[src/rtl/rifl_vcode_pkg.sv]
// Shared constants and the bit-serial CRC beat step used by the TX code generator, the RX checker and models.
// The step is width-generic up to MAX_DWIDTH/MAX_CRC_WIDTH so one function serves every configuration.
package rifl_vcode_pkg;
    localparam logic [1:0]  DATA_HDR      = 2'b01;
    localparam int          DEF_CRC_WIDTH = 12;
    localparam logic [11:0] DEF_CRC_POLY  = 12'h02f;
    localparam int          MAX_CRC_WIDTH = 32;
    localparam int          MAX_DWIDTH    = 256;

    // Operands are left-aligned so the MSB-first loop only ever touches constant bit positions.
    function automatic logic [MAX_CRC_WIDTH-1:0] crc_step_beat(
        input logic [MAX_CRC_WIDTH-1:0] crc,
        input logic [MAX_DWIDTH-1:0]    beat,
        input int                       dw   = 64,
        input int                       cw   = DEF_CRC_WIDTH,
        input logic [MAX_CRC_WIDTH-1:0] poly = MAX_CRC_WIDTH'(DEF_CRC_POLY)
    );
        logic [MAX_CRC_WIDTH-1:0] c;
        logic [MAX_CRC_WIDTH-1:0] p;
        logic [MAX_DWIDTH-1:0]    b;
        logic                     fb;
        c  = crc << (MAX_CRC_WIDTH - cw);
        p  = (poly | MAX_CRC_WIDTH'(1)) << (MAX_CRC_WIDTH - cw);
        b  = beat << (MAX_DWIDTH - dw);
        fb = 1'b0;
        for (int i = 0; i < MAX_DWIDTH; i++) begin
            if (i < dw) begin
                fb = c[MAX_CRC_WIDTH-1] ^ b[MAX_DWIDTH-1];
                c  = c << 1;
                if (fb) c = c ^ p;
                b  = b << 1;
            end
        end
        return c >> (MAX_CRC_WIDTH - cw);
    endfunction
endpackage

[src/rtl/vcode_crc_acc.sv]
// Registered per-frame CRC accumulator; crc_next is the combinational step over the current beat.
// restart seeds the step from zero instead of the stored value; clr has priority over en.
module vcode_crc_acc
    import rifl_vcode_pkg::*;
#(
    parameter int                   DWIDTH    = 64,
    parameter int                   CRC_WIDTH = 12,
    parameter logic [CRC_WIDTH-1:0] CRC_POLY  = 12'h02f
) (
    input  logic                 clk,
    input  logic                 rst,
    input  logic                 clr,
    input  logic                 en,
    input  logic                 restart,
    input  logic [DWIDTH-1:0]    beat,
    output logic [CRC_WIDTH-1:0] crc_next
);
    logic [CRC_WIDTH-1:0]     crc;
    logic [MAX_CRC_WIDTH-1:0] base;

    assign base     = restart ? '0 : MAX_CRC_WIDTH'(crc);
    assign crc_next = CRC_WIDTH'(crc_step_beat(base, MAX_DWIDTH'(beat), DWIDTH, CRC_WIDTH,
                                               MAX_CRC_WIDTH'(CRC_POLY)));

    always_ff @(posedge clk) begin
        if (rst || clr)
            crc <= '0;
        else if (en)
            crc <= crc_next;
    end
endmodule

[src/rtl/vcode_check.sv]
// RX verification-code checker: recomputes the frame CRC, XORs the expected frame ID and compares with the tail code.
// Every beat is re-emitted one cycle later with ok/err/trunc pulses aligned to it; no backpressure.
module vcode_check
    import rifl_vcode_pkg::*;
#(
    parameter int                   FRAME_WIDTH    = 256,
    parameter int                   DWIDTH         = 64,
    parameter int                   CRC_WIDTH      = 12,
    parameter logic [CRC_WIDTH-1:0] CRC_POLY       = 12'h02f,
    parameter int                   FRAME_ID_WIDTH = 8,
    parameter int                   ERR_CNT_WIDTH  = 16
) (
    input  logic                      clk,
    input  logic                      rst,
    input  logic                      in_valid,
    input  logic                      sof,
    input  logic [DWIDTH-1:0]         data_in,
    output logic                      out_valid,
    output logic                      out_sof,
    output logic [DWIDTH-1:0]         data_out,
    output logic                      frame_ok,
    output logic                      frame_err,
    output logic                      frame_trunc,
    output logic [FRAME_ID_WIDTH-1:0] expected_id,
    output logic [ERR_CNT_WIDTH-1:0]  err_cnt
);
    localparam int N     = FRAME_WIDTH / DWIDTH;
    localparam int CNT_W = (N > 1) ? $clog2(N) : 1;
    localparam logic [CNT_W-1:0] LAST = CNT_W'(N - 1);

    logic [CNT_W-1:0]     cnt;
    logic [CNT_W-1:0]     beat_idx;
    logic                 is_data_q;
    logic                 beat_sof;
    logic                 active;
    logic                 is_tail;
    logic                 frame_is_data;
    logic                 restart;
    logic                 trunc;
    logic                 pass;
    logic                 fail;
    logic [DWIDTH-1:0]    chk_beat;
    logic [CRC_WIDTH-1:0] crc_next;
    logic [CRC_WIDTH-1:0] calc;

    // cnt == 0 means idle; otherwise it is the index of the next beat expected in the frame.
    always_comb begin
        beat_sof      = in_valid & sof;
        active        = beat_sof | (in_valid & (cnt != '0));
        beat_idx      = beat_sof ? '0 : cnt;
        is_tail       = active & (beat_idx == LAST);
        frame_is_data = beat_sof ? (data_in[DWIDTH-1 -: 2] == DATA_HDR) : is_data_q;
        restart       = beat_sof | (is_tail & ~frame_is_data);
        trunc         = beat_sof & (cnt != '0);
        chk_beat      = data_in;
        if (is_tail)
            chk_beat[CRC_WIDTH-1:0] = '0;
        calc          = crc_next ^ CRC_WIDTH'(expected_id);
        pass          = (calc == data_in[CRC_WIDTH-1:0]);
        fail          = is_tail & ~pass;
    end

    // Control frames accumulate junk on their body beats; restart at the tail discards it.
    vcode_crc_acc #(
        .DWIDTH    (DWIDTH),
        .CRC_WIDTH (CRC_WIDTH),
        .CRC_POLY  (CRC_POLY)
    ) u_crc (
        .clk      (clk),
        .rst      (rst),
        .clr      (is_tail),
        .en       (active),
        .restart  (restart),
        .beat     (chk_beat),
        .crc_next (crc_next)
    );

    always_ff @(posedge clk) begin
        if (rst) begin
            cnt       <= '0;
            is_data_q <= 1'b0;
        end else begin
            if (is_tail)
                cnt <= '0;
            else if (beat_sof)
                cnt <= CNT_W'(1);
            else if (active)
                cnt <= cnt + CNT_W'(1);
            if (beat_sof)
                is_data_q <= frame_is_data;
        end
    end

    always_ff @(posedge clk) begin
        if (rst) begin
            out_valid   <= 1'b0;
            out_sof     <= 1'b0;
            data_out    <= '0;
            frame_ok    <= 1'b0;
            frame_err   <= 1'b0;
            frame_trunc <= 1'b0;
            expected_id <= '0;
            err_cnt     <= '0;
        end else begin
            out_valid   <= in_valid;
            out_sof     <= beat_sof;
            data_out    <= chk_beat;
            frame_ok    <= is_tail & pass;
            frame_err   <= fail;
            frame_trunc <= trunc;
            if (is_tail && pass && frame_is_data)
                expected_id <= expected_id + FRAME_ID_WIDTH'(1);
            if ((trunc || fail) && (err_cnt != '1))
                err_cnt <= err_cnt + ERR_CNT_WIDTH'(1);
        end
    end
endmodule
[config.mk]
export PLATFORM = sky130hd
export DESIGN_NAME = vcode_check
export DESIGN_NICKNAME = d
export VERILOG_FILES = /design/src/rtl/rifl_vcode_pkg.sv /design/src/rtl/vcode_crc_acc.sv /design/src/rtl/vcode_check.sv
export SDC_FILE = /design/constraint.sdc
export NUM_CORES = 1
export LEC_CHECK = 0
export ABC_AREA = 1
export CORE_ASPECT_RATIO = 0.7
export CORE_MARGIN = 1
export CORE_UTILIZATION = 23
export CTS_CLUSTER_DIAMETER = 30
export DETAILED_ROUTE_END_ITERATION = 7
export PLACE_DENSITY = 0.38
export SLEW_MARGIN = 20
export SYNTH_ARGS = -nofsm -noshare
export SYNTH_HDL_FRONTEND = slang
export SYNTH_HIERARCHICAL = 1
export SYNTH_SLANG_ARGS = --single-unit
[constraint.sdc]
create_clock -name clk -period 12.35 [get_ports clk]
set_input_delay 3.705 -clock clk [delete_from_list [all_inputs] [get_ports clk]]
set_output_delay 3.705 -clock clk [all_outputs]
set_load 0.005 [all_outputs]
; After elaboration in Yosys (flattened, before gate mapping)
; Cells that the tools add are included.
[op_classes]
n_addsub = 3
mul = 0
muxes = 70
eq_ne = 4
reduce_logical = 9
n_div = 0
n_shift = 0
bitwise_logic = 140
magnitude_cmp = 0
[ops]
columns = cell, count
row1 = 2-to-1 mux 26 bit, 64
row2 = inverter 5 bit, 64
row3 = XOR 1 bit, 64
row4 = 2-to-1 mux 12 bit, 2
row5 = adder 16 x 1 -> 16 bit (second input constant), 1
row6 = != test 16 bit (second input constant), 1
row7 = == test 12 bit, 1
row8 = XOR 12 x 8 -> 12 bit, 1
row9 = adder 8 x 1 -> 8 bit (second input constant), 1
row10 = bitwise AND 1 bit, 7
row11 = nonzero test 2 bit, 2
row12 = logical AND 1 bit, 3
row13 = 2-to-1 mux 1 bit, 3
row14 = OR reduction 3 bit, 1
row15 = adder 2 x 1 -> 2 bit (second input constant), 1
row16 = == test 2 x 1 -> 1 bit (second input constant), 1
row17 = == test 2 bit (second input constant), 1
row18 = logical OR 1 bit, 2
row19 = 2-to-1 mux 2 bit, 1
row20 = inverter 1 bit, 2
row21 = bitwise OR 1 bit, 2
row22 = OR reduction 2 bit, 1
[totals]
regBits = 108
romBits = 0
inputBits = 68
latch_bits = 0
out_inout_bits = 93
mem_count = 0
mem_bits_rw = 0
wordCells = 238

; Depth between registers and ports, before layout
; Gate-level depths: netlist of run 1.
[logic_depth]
word_depth = 141
depth_mapped = 75
mapped_depth_nobuf = 72

; Cells and area by module
; Netlist of run 1, hierarchy kept.
[by_module_without_submodules]
columns = mod, area_per_inst_um2, seq_area_each_um2, instances, cells_each
row1 = vcode_crc_acc, 5853.1, 240.2, 1, 1247
row2 = vcode_check, 3786.1, 1921.8, 1, 517

; Worst setup path before layout of run 1
; OpenSTA, ideal clock, no wires.
[synth_path]
kind = input -> register
start = input port in_valid
end = register err_cnt[0]
t_required_ns = 12.235
stages = 65
setup_time_ns = 0.115
slack_ns = 3.010
arrival_time_ns = 9.225
n_path_buf = 3
cell_sequence = nand2_2 > inv_1 > nor4_2 > inv_1 > clkbuf_1 > o21ai_0 > inv_2 > buf_6 > nand2_1 > nand2_2 > nand2_4 > inv_2 > nand2_1 > nand2_1 > inv_2 > nand2_1 > nand2_2 > inv_2 > (+29 left out) > nand2_2 > inv_2 > nand2_2 > nand2_2 > nand2_1 > nand2_1 > inv_1 > nand2_1 > nand3_1 > nand2_1 > nand2_1 > nor2_1 > nand3_2 > nand2_2 > nand2_4 > buf_6 > a21oi_1 > nor2_1
[synth_via]
word_cells_on_any_way = 211
classes_between = eq/ne: 2 / mux: 68 / bitwise: 139 / reduce/logical: 2
[synth_lines]
columns = element, line
row1 = from (decl), vcode_check.sv:15  ; input logic in_valid,
row2 = bitwise AND 1 bit, vcode_check.sv:48  ; beat_sof = in_valid & sof;
row3 = 2-to-1 mux 2 bit, vcode_check.sv:50  ; beat_idx = beat_sof ? '0 : cnt;
row4 = == test 2 bit, vcode_check.sv:51  ; is_tail = active & (beat_idx == LAST);
row5 = bitwise AND 1 bit, vcode_check.sv:51
row6 = bitwise AND 1 bit, vcode_check.sv:53  ; restart = beat_sof | (is_tail & ~frame_is_data);
row7 = bitwise OR 1 bit *, vcode_check.sv:53
row8 = via restart, vcode_check.sv:38  ; logic restart;
row9 = 2-to-1 mux 12 bit *, vcode_crc_acc.sv:21  ; assign base = restart ? '0 : MAX_CRC_WIDTH'(crc);
row10 = (+56 left out), -
row11 = 2-to-1 mux 26 bit *, rifl_vcode_pkg.sv:30  ; if (fb) c = c ^ p;
row12 = via crc_next[0], vcode_check.sv:43  ; logic [CRC_WIDTH-1:0] crc_next;
row13 = XOR 12 x 8 -> 12 bit *, vcode_check.sv:58  ; calc = crc_next ^ CRC_WIDTH'(expected_id);
row14 = == test 12 bit *, vcode_check.sv:59  ; pass = (calc == data_in[CRC_WIDTH-1:0]);
row15 = inverter 1 bit *, vcode_check.sv:60  ; fail = is_tail & ~pass;
row16 = bitwise AND 1 bit *, vcode_check.sv:60
row17 = logical OR 1 bit *, vcode_check.sv:113  ; if ((trunc || fail) && (err_cnt != '1))
row18 = logical AND 1 bit *, vcode_check.sv:113
row19 = to (signal assigned), vcode_check.sv:114  ; err_cnt <= err_cnt + ERR_CNT_WIDTH'(1);
row20 = to (decl), vcode_check.sv:25  ; output logic [ERR_CNT_WIDTH-1:0] err_cnt
; The timed path passes the listed nets; every way through them passes the cells marked *.
; A chain may end at the register's enable or synchronous reset.

; Worst setup path in the final report of run 1
[layout_path]
start = input port in_valid
end = register err_cnt[11]
; Same word-level chain as after synthesis.

==> impl_metrics.tcl, run 1 <==
set metrics [dict create \
    cp.required_ns 12.63 \
    synth.distinct_cells 31 \
    grt_pass1_wl_um 55600 \
    synthFlopType "dfxtp_1" \
    period_minus_slack_ns 11.24 \
    max_clock_freq_mhz 89.0 \
    maxSlewHeadroom 0.420 \
    start_kind "input port" \
    end_kind "flip-flop" \
    yosysWarnings 6 \
    die_area_um2 42700 \
    dr.first_iter.drc_count 786 \
    synthesis.area_um2 9640 \
    grt_pass1_vias 9610 \
    avgSynthCellArea_um2 5.46 \
    synth_nets 1835 \
    critPathMaxFanout 32 \
    vias 10700 \
    fillers 4617 \
    cp.arrival_ns 11.52 \
    drv_cap 0 \
    final_cell_mix "684 x nand2_1, 269 x nand3_1, 238 x inv_1" \
    port_buffers 160 \
    start_util 0.234 \
    detailed_place_hpwl_um 30000 \
    cts_max_level 3 \
    numClockSinks 108 \
    netlist_instances 1764 \
    num_rows 62 \
    yosysSeqAreaShare 0.224 \
    dpl_cell_area_um2 11800 \
    tns_ns 0 \
    hold_class "reg2reg" \
    finalMaxSlewViolations 0 \
    overflow 0 \
    grt_start_max_net_pins 71 \
    insertion_delay_ns 0.38 \
    ys_seq_elements 108 \
    rsz0062_at_grt "false" \
    worst_pin_slew_ns 0.869 \
    track_usage 0.169 \
    cts_tree "yes" \
    cts_buffers 9 \
    slowest_stage "clkdlybuf4s50_1" \
    syn_to_final_growth_pct 25.9 \
    wire_per_inst_um 14.5 \
    ios 161 \
    slowest_delay_ns 0.50 \
    place_congestion 0.858 \
    stdcell_area_um2 12100 \
    die_y_um 173 \
    setup_viol 0 \
    cts_root_buffer "clkbuf_16" \
    dieWidth_um 247 \
    fin_nets 1991 \
    firstDrtPassIters 7 \
    status "finished, violations left" \
    clock_skew_ns 0.0197 \
    fin_crit_sh 0.910 \
    grt_antenna_before_repair 0 \
    cts_max_path_buffers 2 \
    cp_common_cell "nand2_1" \
    viasPerCell 4.33 \
    critPathKind "in2reg" \
    ant_nets 0 \
    routed_wl_um 35800 \
    async_reset_ff_frac 0 \
    drive_above_1_share 0.124 \
    hold_viol 0 \
    antenna_cells 0 \
    synth-edff-count 0 \
    violations "DRC" \
    layout.cells.most_common "nand2_1" \
    core_area_um2 41200 \
    path_clk_slew_ns 0.09 \
    post_cts_buffers 0 \
    remaining_drc_errors 26 \
]
==> cell families after synthesis <==
family,after synthesis,synth area share
AND/OR/NAND/NOR,1271,0.599
buffers and inverters,316,0.127
flip-flops,108,0.224
AO/OA/AOI/OAI,41,0.0225
XOR/XNOR,25,0.0227
adder cells (fa/ha/maj),3,0.00389
==> worst paths after layout <==
path,cells after the start,slack [ns],endpoint,start
worst max register to register,63,4.40,err_cnt[11],cnt[0]
worst max-delay path,62,1.11,err_cnt[11],in_valid
worst min register to register,2,0.49,cnt[0],cnt[0]
worst min-delay path,2,0.49,cnt[0],cnt[0]
==> critical path: cells and delay by family <==
kind	cells	cell delay, ns
simple gates	48	5.40
compound gates	2	0.45
xor+xnor	1	0.29
buf+inv	11	1.62
==> synth_stat cells, types with 2 or more instances <==
cell	n	area share
nand2_1	684	0.27
nand3_1	269	0.14
inv_1	238	0.093
nor2_1	128	0.050
nand2_2	112	0.073
dfxtp_1	108	0.22
inv_2	60	0.023
a21oi_1	29	0.015
nand3_2	19	0.020
xor2_1	19	0.017
nand2_4	17	0.020
nand3b_1	17	0.013
clkbuf_1	9	0.0035
nand4_1	8	0.0052
nor3_1	6	0.0031
o21ai_0	6	0.0031
xnor2_1	6	0.0055
buf_6	5	0.0058
nor2_2	4	0.0026
o21ai_1	4	0.0021
buf_2	3	0.0016
ha_1	3	0.0039
nor2_4	2	0.0023
==> what timing repair did <==
item / in CTS / in global routing
endpoints found under the setup margin: 0 / 22
resized for setup: 0 / 1
hold buffers: 0 / 0
==> sequential cells by signal, indices dropped and copies added (netlist names) <==
register     flops
frame_ok         1
expected_id      8
frame_err        1
out_sof          1
cnt              2
u_crc/crc       12
is_data_q        1
frame_trunc      1
err_cnt         16
out_valid        1
data_out        64
==> stage by stage <==
stage                     std cells  worst slack, ns   util  hold slack, ns
after floorplan                1764             3.01      -           0.458
after global placement         2453            0.708  0.287           0.495
after detailed placement       2453            0.616  0.287           0.477
after CTS                      2469             1.01  0.295           0.489
after global routing           2469            0.106  0.295           0.542
final                          2469             1.11  0.295           0.485
==> metal layers <==
metal / up-vias / global-route usage / wire length, um
met5: - / 0 / 0
met4: 0 / 0.0285 / 242
met3: 16 / 0.0207 / 1410
met2: 214 / 0.237 / 14100
met1: 4736 / 0.272 / 20100
li1: 5713 / - / -
==> cell type report <==
cell class | count | area (um^2) | share of cell area
Tap cell | 544 | 681 | 0.0561
Multi-Input combinational cell | 1340 | 6250 | 0.515
Clock inverter | 6 | 65.1 | 0.00536
Clock buffer | 10 | 239 | 0.0197
Sequential cell | 108 | 2160 | 0.178
Timing Repair Buffer | 163 | 1620 | 0.133
Inverter | 298 | 1120 | 0.0922
Power of run 1 is not shown: default switching activity piles up to over one toggle a cycle in this logic, so the estimate is an artifact.
==> run 2, diff against run 1 <==
Settings changed: CORE_UTILIZATION 23 to 40, PLACE_DENSITY 0.38 to 0.6.
==> run 2 against run 1 <==
Compared with the run above:
- the flow now finishes without violations
- critical path depth shrank 1
- design area fell by 2.3%
- global-route usage rose by 7.4 points
- setup slack improved by 0.041 ns
- utilization up 21 points
- sequential cell count unchanged
- die area fell by 42%
- maximum frequency increased by 0.36%
- via count rose by 2.4%
- largest cell class unchanged
- highest routed layer unchanged
==> impl_metrics.tcl, run 2 (synthesis results as in run 1) <==
set metrics [dict create \
    status "complete, no violations" \
    layout.cells.most_common "nand2_1" \
    setup_viol 0 \
    cp.required_ns 12.62 \
    die_area_um2 24700 \
    worst_pin_slew_ns 0.782 \
    tns_ns 0 \
    max_clock_freq_mhz 89.3 \
    numClockSinks 108 \
    path_clk_slew_ns 0.08 \
    dieWidth_um 188 \
    ff2ff_setup_slack_ns 4.44 \
    fin_nets 1990 \
    fillers 2577 \
    end_kind "flip-flop" \
    cts_hold_buf 0 \
    drv_cap 0 \
    hold_ws_ns 0.492 \
    hold_end "cnt[0]" \
    drive_above_1_share 0.123 \
    crit_path_start "in_valid" \
    routed_wl_um 30000 \
    syn_to_final_growth_pct 23.0 \
    fin_crit_sh 0.907 \
    core_area_um2 23600 \
    rsz0062_at_grt "false" \
    grt_antenna_before_repair 0 \
    grt_pass1_vias 9421 \
    track_usage 0.244 \
    start_kind "input port" \
    cts_max_path_buffers 2 \
    hold_viol 0 \
    r2r.worst_path.cells 62 \
    cp.arrival_ns 11.47 \
    place_congestion 0.924 \
    largest_reg_flops 64 \
    slowest_stage "clkdlybuf4s50_1" \
    dr.first_iter.drc_count 853 \
    r2r_start "cnt[0]" \
    overflow 0 \
    final_cell_mix "684 x nand2_1, 269 x nand3_1, 238 x inv_1" \
    num_rows 47 \
    cts-resized-gates 0 \
    cts_tree "yes" \
    hold_class "reg2reg" \
    ios 161 \
    reg2reg_to "err_cnt[9]" \
    grt_pass1_wl_um 48700 \
    detailed_place_hpwl_um 24800 \
    firstDrtPassIters 6 \
    die_y_um 132 \
    instances_no_fill 2242 \
    maxSlewHeadroom 0.478 \
    finalMaxSlewViolations 0 \
    regMostFlops "data_out" \
    reg_top3 "data_out: 64 flops, err_cnt: 16 flops, u_crc/crc: 12 flops" \
    start_util 0.408 \
    viasPerCell 4.88 \
    cts_root_buffer "clkbuf_16" \
    post_cts_buffers 0 \
    remaining_drc_errors 0 \
    critPathKind "in2reg" \
    port_buffers 160 \
    ant_nets 0 \
    vias 10900 \
    period_minus_slack_ns 11.20 \
    insertion_delay_ns 0.37 \
    hold_depth 2 \
    slowest_delay_ns 0.49 \
    dp_cells 2226 \
    clock_skew_ns 0.0131 \
    cp_common_cell "nand2_1" \
    critPathMaxFanout 32 \
    cts_max_level 3 \
    grt_start_max_net_pins 71 \
    min-delay-start "cnt[0]" \
    wire_per_inst_um 13.4 \
    cts_buffers 9 \
    antenna_cells 0 \
]
==> run 2: worst max path at each step <==
stage | endpoint | slack, ns
6_report | err_cnt[9] | 1.15
5_1_grt | err_cnt[3] | 0.30
4_1_cts | err_cnt[9] | 1.28
3_5_place_dp | err_cnt[5] | 0.91
3_3_place_gp | err_cnt[1] | 1.08
2_1_floorplan | err_cnt[0] | 3.01
==> run 2: metrics by stage <==
stage	utilization	instance area, um^2	worst slack (ns)
after floorplan	-	9640	3.01
after detailed placement	0.488	11500	0.911
after global placement	0.488	11500	1.08
final	0.502	11900	1.15
after global routing	0.502	11900	0.301
after CTS	0.502	11900	1.28
==> run 2: worst max-delay path: cells and delay by family <==
family	cells	cell delay, ns
AO/OA/AOI/OAI	2	0.65
buffers and inverters	10	1.76
AND/OR/NAND/NOR	49	5.33
==> run 2: metal layers <==
metal  part of all wire  global-route usage
met5                  0                   0
met4             0.0082              0.0474
met3              0.073              0.0367
met1               0.53               0.384
met2               0.39               0.343
==> run 2: cell type report <==
type                            count  area (um^2)  share of cell area
Tap cell                          318          398              0.0336
Inverter                          298         1120              0.0943
Timing Repair Buffer              162         1610               0.136
Clock buffer                       10          239              0.0202
Clock inverter                      6         78.8             0.00665
Sequential cell                   108         2160               0.182
Multi-Input combinational cell   1340         6250               0.527
Power of run 2 is left out for the same reason.
==> run 3, diff against run 2 <==
--- a/config.mk
+++ b/config.mk
@@ -13,2 +13,3 @@
 export DETAILED_ROUTE_END_ITERATION = 7
+export GPL_ROUTABILITY_DRIVEN = 0
 export PLACE_DENSITY = 0.6
--- a/constraint.sdc
+++ b/constraint.sdc
@@ -3,2 +3,2 @@
 set_output_delay 3.705 -clock clk [all_outputs]
-set_load 0.005 [all_outputs]
+set_load 0.05 [all_outputs]
==> run 3 against run 2 <==
Compared with the run above:
- utilization shrank 0.058 points
- design area shrank 0.12%
- first-iteration DRC count shrank 10%
- die area is the same
==> impl_metrics.tcl, run 3 (synthesis results as in run 1) <==
set metrics [dict create \
    status "complete, no violations" \
    grt_pass1_vias 9355 \
    start_kind "input port" \
    ant_nets 0 \
    reg2reg_to "err_cnt[13]" \
    remaining_drc_errors 0 \
    overflow 0 \
    post_cts_buffers 0 \
    wire_per_inst_um 13.5 \
    grt_start_max_net_pins 71 \
    rsz0062_at_grt "false" \
    start_util 0.408 \
    viasPerCell 4.85 \
    ff2ff_setup_slack_ns 4.54 \
    min-delay-start "cnt[0]" \
    setup_viol 0 \
    use_met1 0.380 \
    reg_top3 "data_out: 64 flops, err_cnt: 16 flops, u_crc/crc: 12 flops" \
    hold_depth 2 \
    path_clk_slew_ns 0.09 \
    cts-resized-gates 0 \
    fin_nets 1990 \
    regArea_um2 2160 \
    hold_class "reg2reg" \
    slowest_delay_ns 0.48 \
    antenna_cells 0 \
    critPathKind "in2reg" \
    maxSlewHeadroom 0.464 \
    max_clock_freq_mhz 90.3 \
    busiest_layer "met1" \
    final_cell_mix "684 x nand2_1, 269 x nand3_1, 238 x inv_1" \
    port_buffers 160 \
    layout_setup_ws_ns 1.27 \
    hold_end "cnt[0]" \
    tns_ns 0 \
    fin_crit_sh 0.897 \
    grt_pass1_wl_um 48600 \
    fillers 2526 \
    r2r.worst_path.cells 64 \
    clock_skew_ns 0.00699 \
    r2r_start "cnt[0]" \
    die_area_um2 24700 \
    worst_pin_slew_ns 0.804 \
    drive_above_1_share 0.123 \
    slowest_stage "clkdlybuf4s50_1" \
    regMostFlops "data_out" \
    num_rows 47 \
    grt_antenna_before_repair 0 \
    routed_wl_um 30200 \
    critPathMaxFanout 32 \
    insertion_delay_ns 0.37 \
    hold_viol 0 \
    dr.first_iter.drc_count 768 \
    hold_ws_ns 0.505 \
    finalMaxSlewViolations 0 \
    vias 10900 \
    final_util 0.501 \
    cts_buffers 9 \
    layout.cells.most_common "nand2_1" \
    core_area_um2 23600 \
    cp.required_ns 12.62 \
    dpl_worst_slack_ns 0.976 \
    cts_max_level 3 \
    cts_tree "yes" \
    firstDrtPassIters 5 \
    cts_root_buffer "clkbuf_16" \
    use_met2 0.349 \
    cp.arrival_ns 11.35 \
    cts_max_path_buffers 2 \
    multi_input_area_um2 6250 \
    ios 161 \
    end_kind "flip-flop" \
    detailed_place_hpwl_um 24900 \
    track_usage 0.245 \
    die_y_um 132 \
    dieWidth_um 188 \
    numClockSinks 108 \
    largest_reg_flops 64 \
    period_minus_slack_ns 11.08 \
    drv_cap 0 \
    syn_to_final_growth_pct 22.9 \
    use_met3 0.0418 \
    cts_hold_buf 0 \
    cp_common_cell "nand2_1" \
]
-- run 3: how the worst max path moves through the flow --
stage | start | end | slack (ns) | cells past startpoint
after global routing | in_valid | err_cnt[12] | 0.29 | 63
after global placement | in_valid | err_cnt[1] | 1.16 | 62
after detailed placement | in_valid | err_cnt[13] | 0.98 | 63
after CTS | in_valid | err_cnt[3] | 1.35 | 63
final | in_valid | err_cnt[13] | 1.27 | 63
after floorplan | in_valid | err_cnt[3] | 2.99 | 67
-- run 3: area by class of cell --
| type | count | share of cell area |
|---|---|---|
| Multi-Input combinational cell | 1340 | 0.528 |
| Timing Repair Buffer | 162 | 0.136 |
| Sequential cell | 108 | 0.183 |
| Tap cell | 318 | 0.0336 |
| Clock buffer | 9 | 0.0190 |
| Inverter | 298 | 0.0944 |
| Clock inverter | 7 | 0.00666 |
-- run 3: through the flow --
stage / area, um^2 / cells
2_1_floorplan: 9640 / 1764
3_3_place_gp: 11500 / 2226
3_5_place_dp: 11500 / 2226
4_1_cts: 11800 / 2242
5_1_grt: 11800 / 2242
6_report: 11800 / 2242
-- run 3: routing by layer --
metal	up-vias	wire length, um
met1	4793	15900
met3	17	2150
li1	5723	-
met2	334	11900
met5	-	0
met4	0	314
-- run 3: critical path: cells and delay by family --
kind | cells | cell delay (ns)
and+or+nand+nor | 52 | 5.47
AOI/OAI and AO/OA | 2 | 0.61
buffers and inverters | 9 | 1.54
Power of run 3 is left out for the same reason.
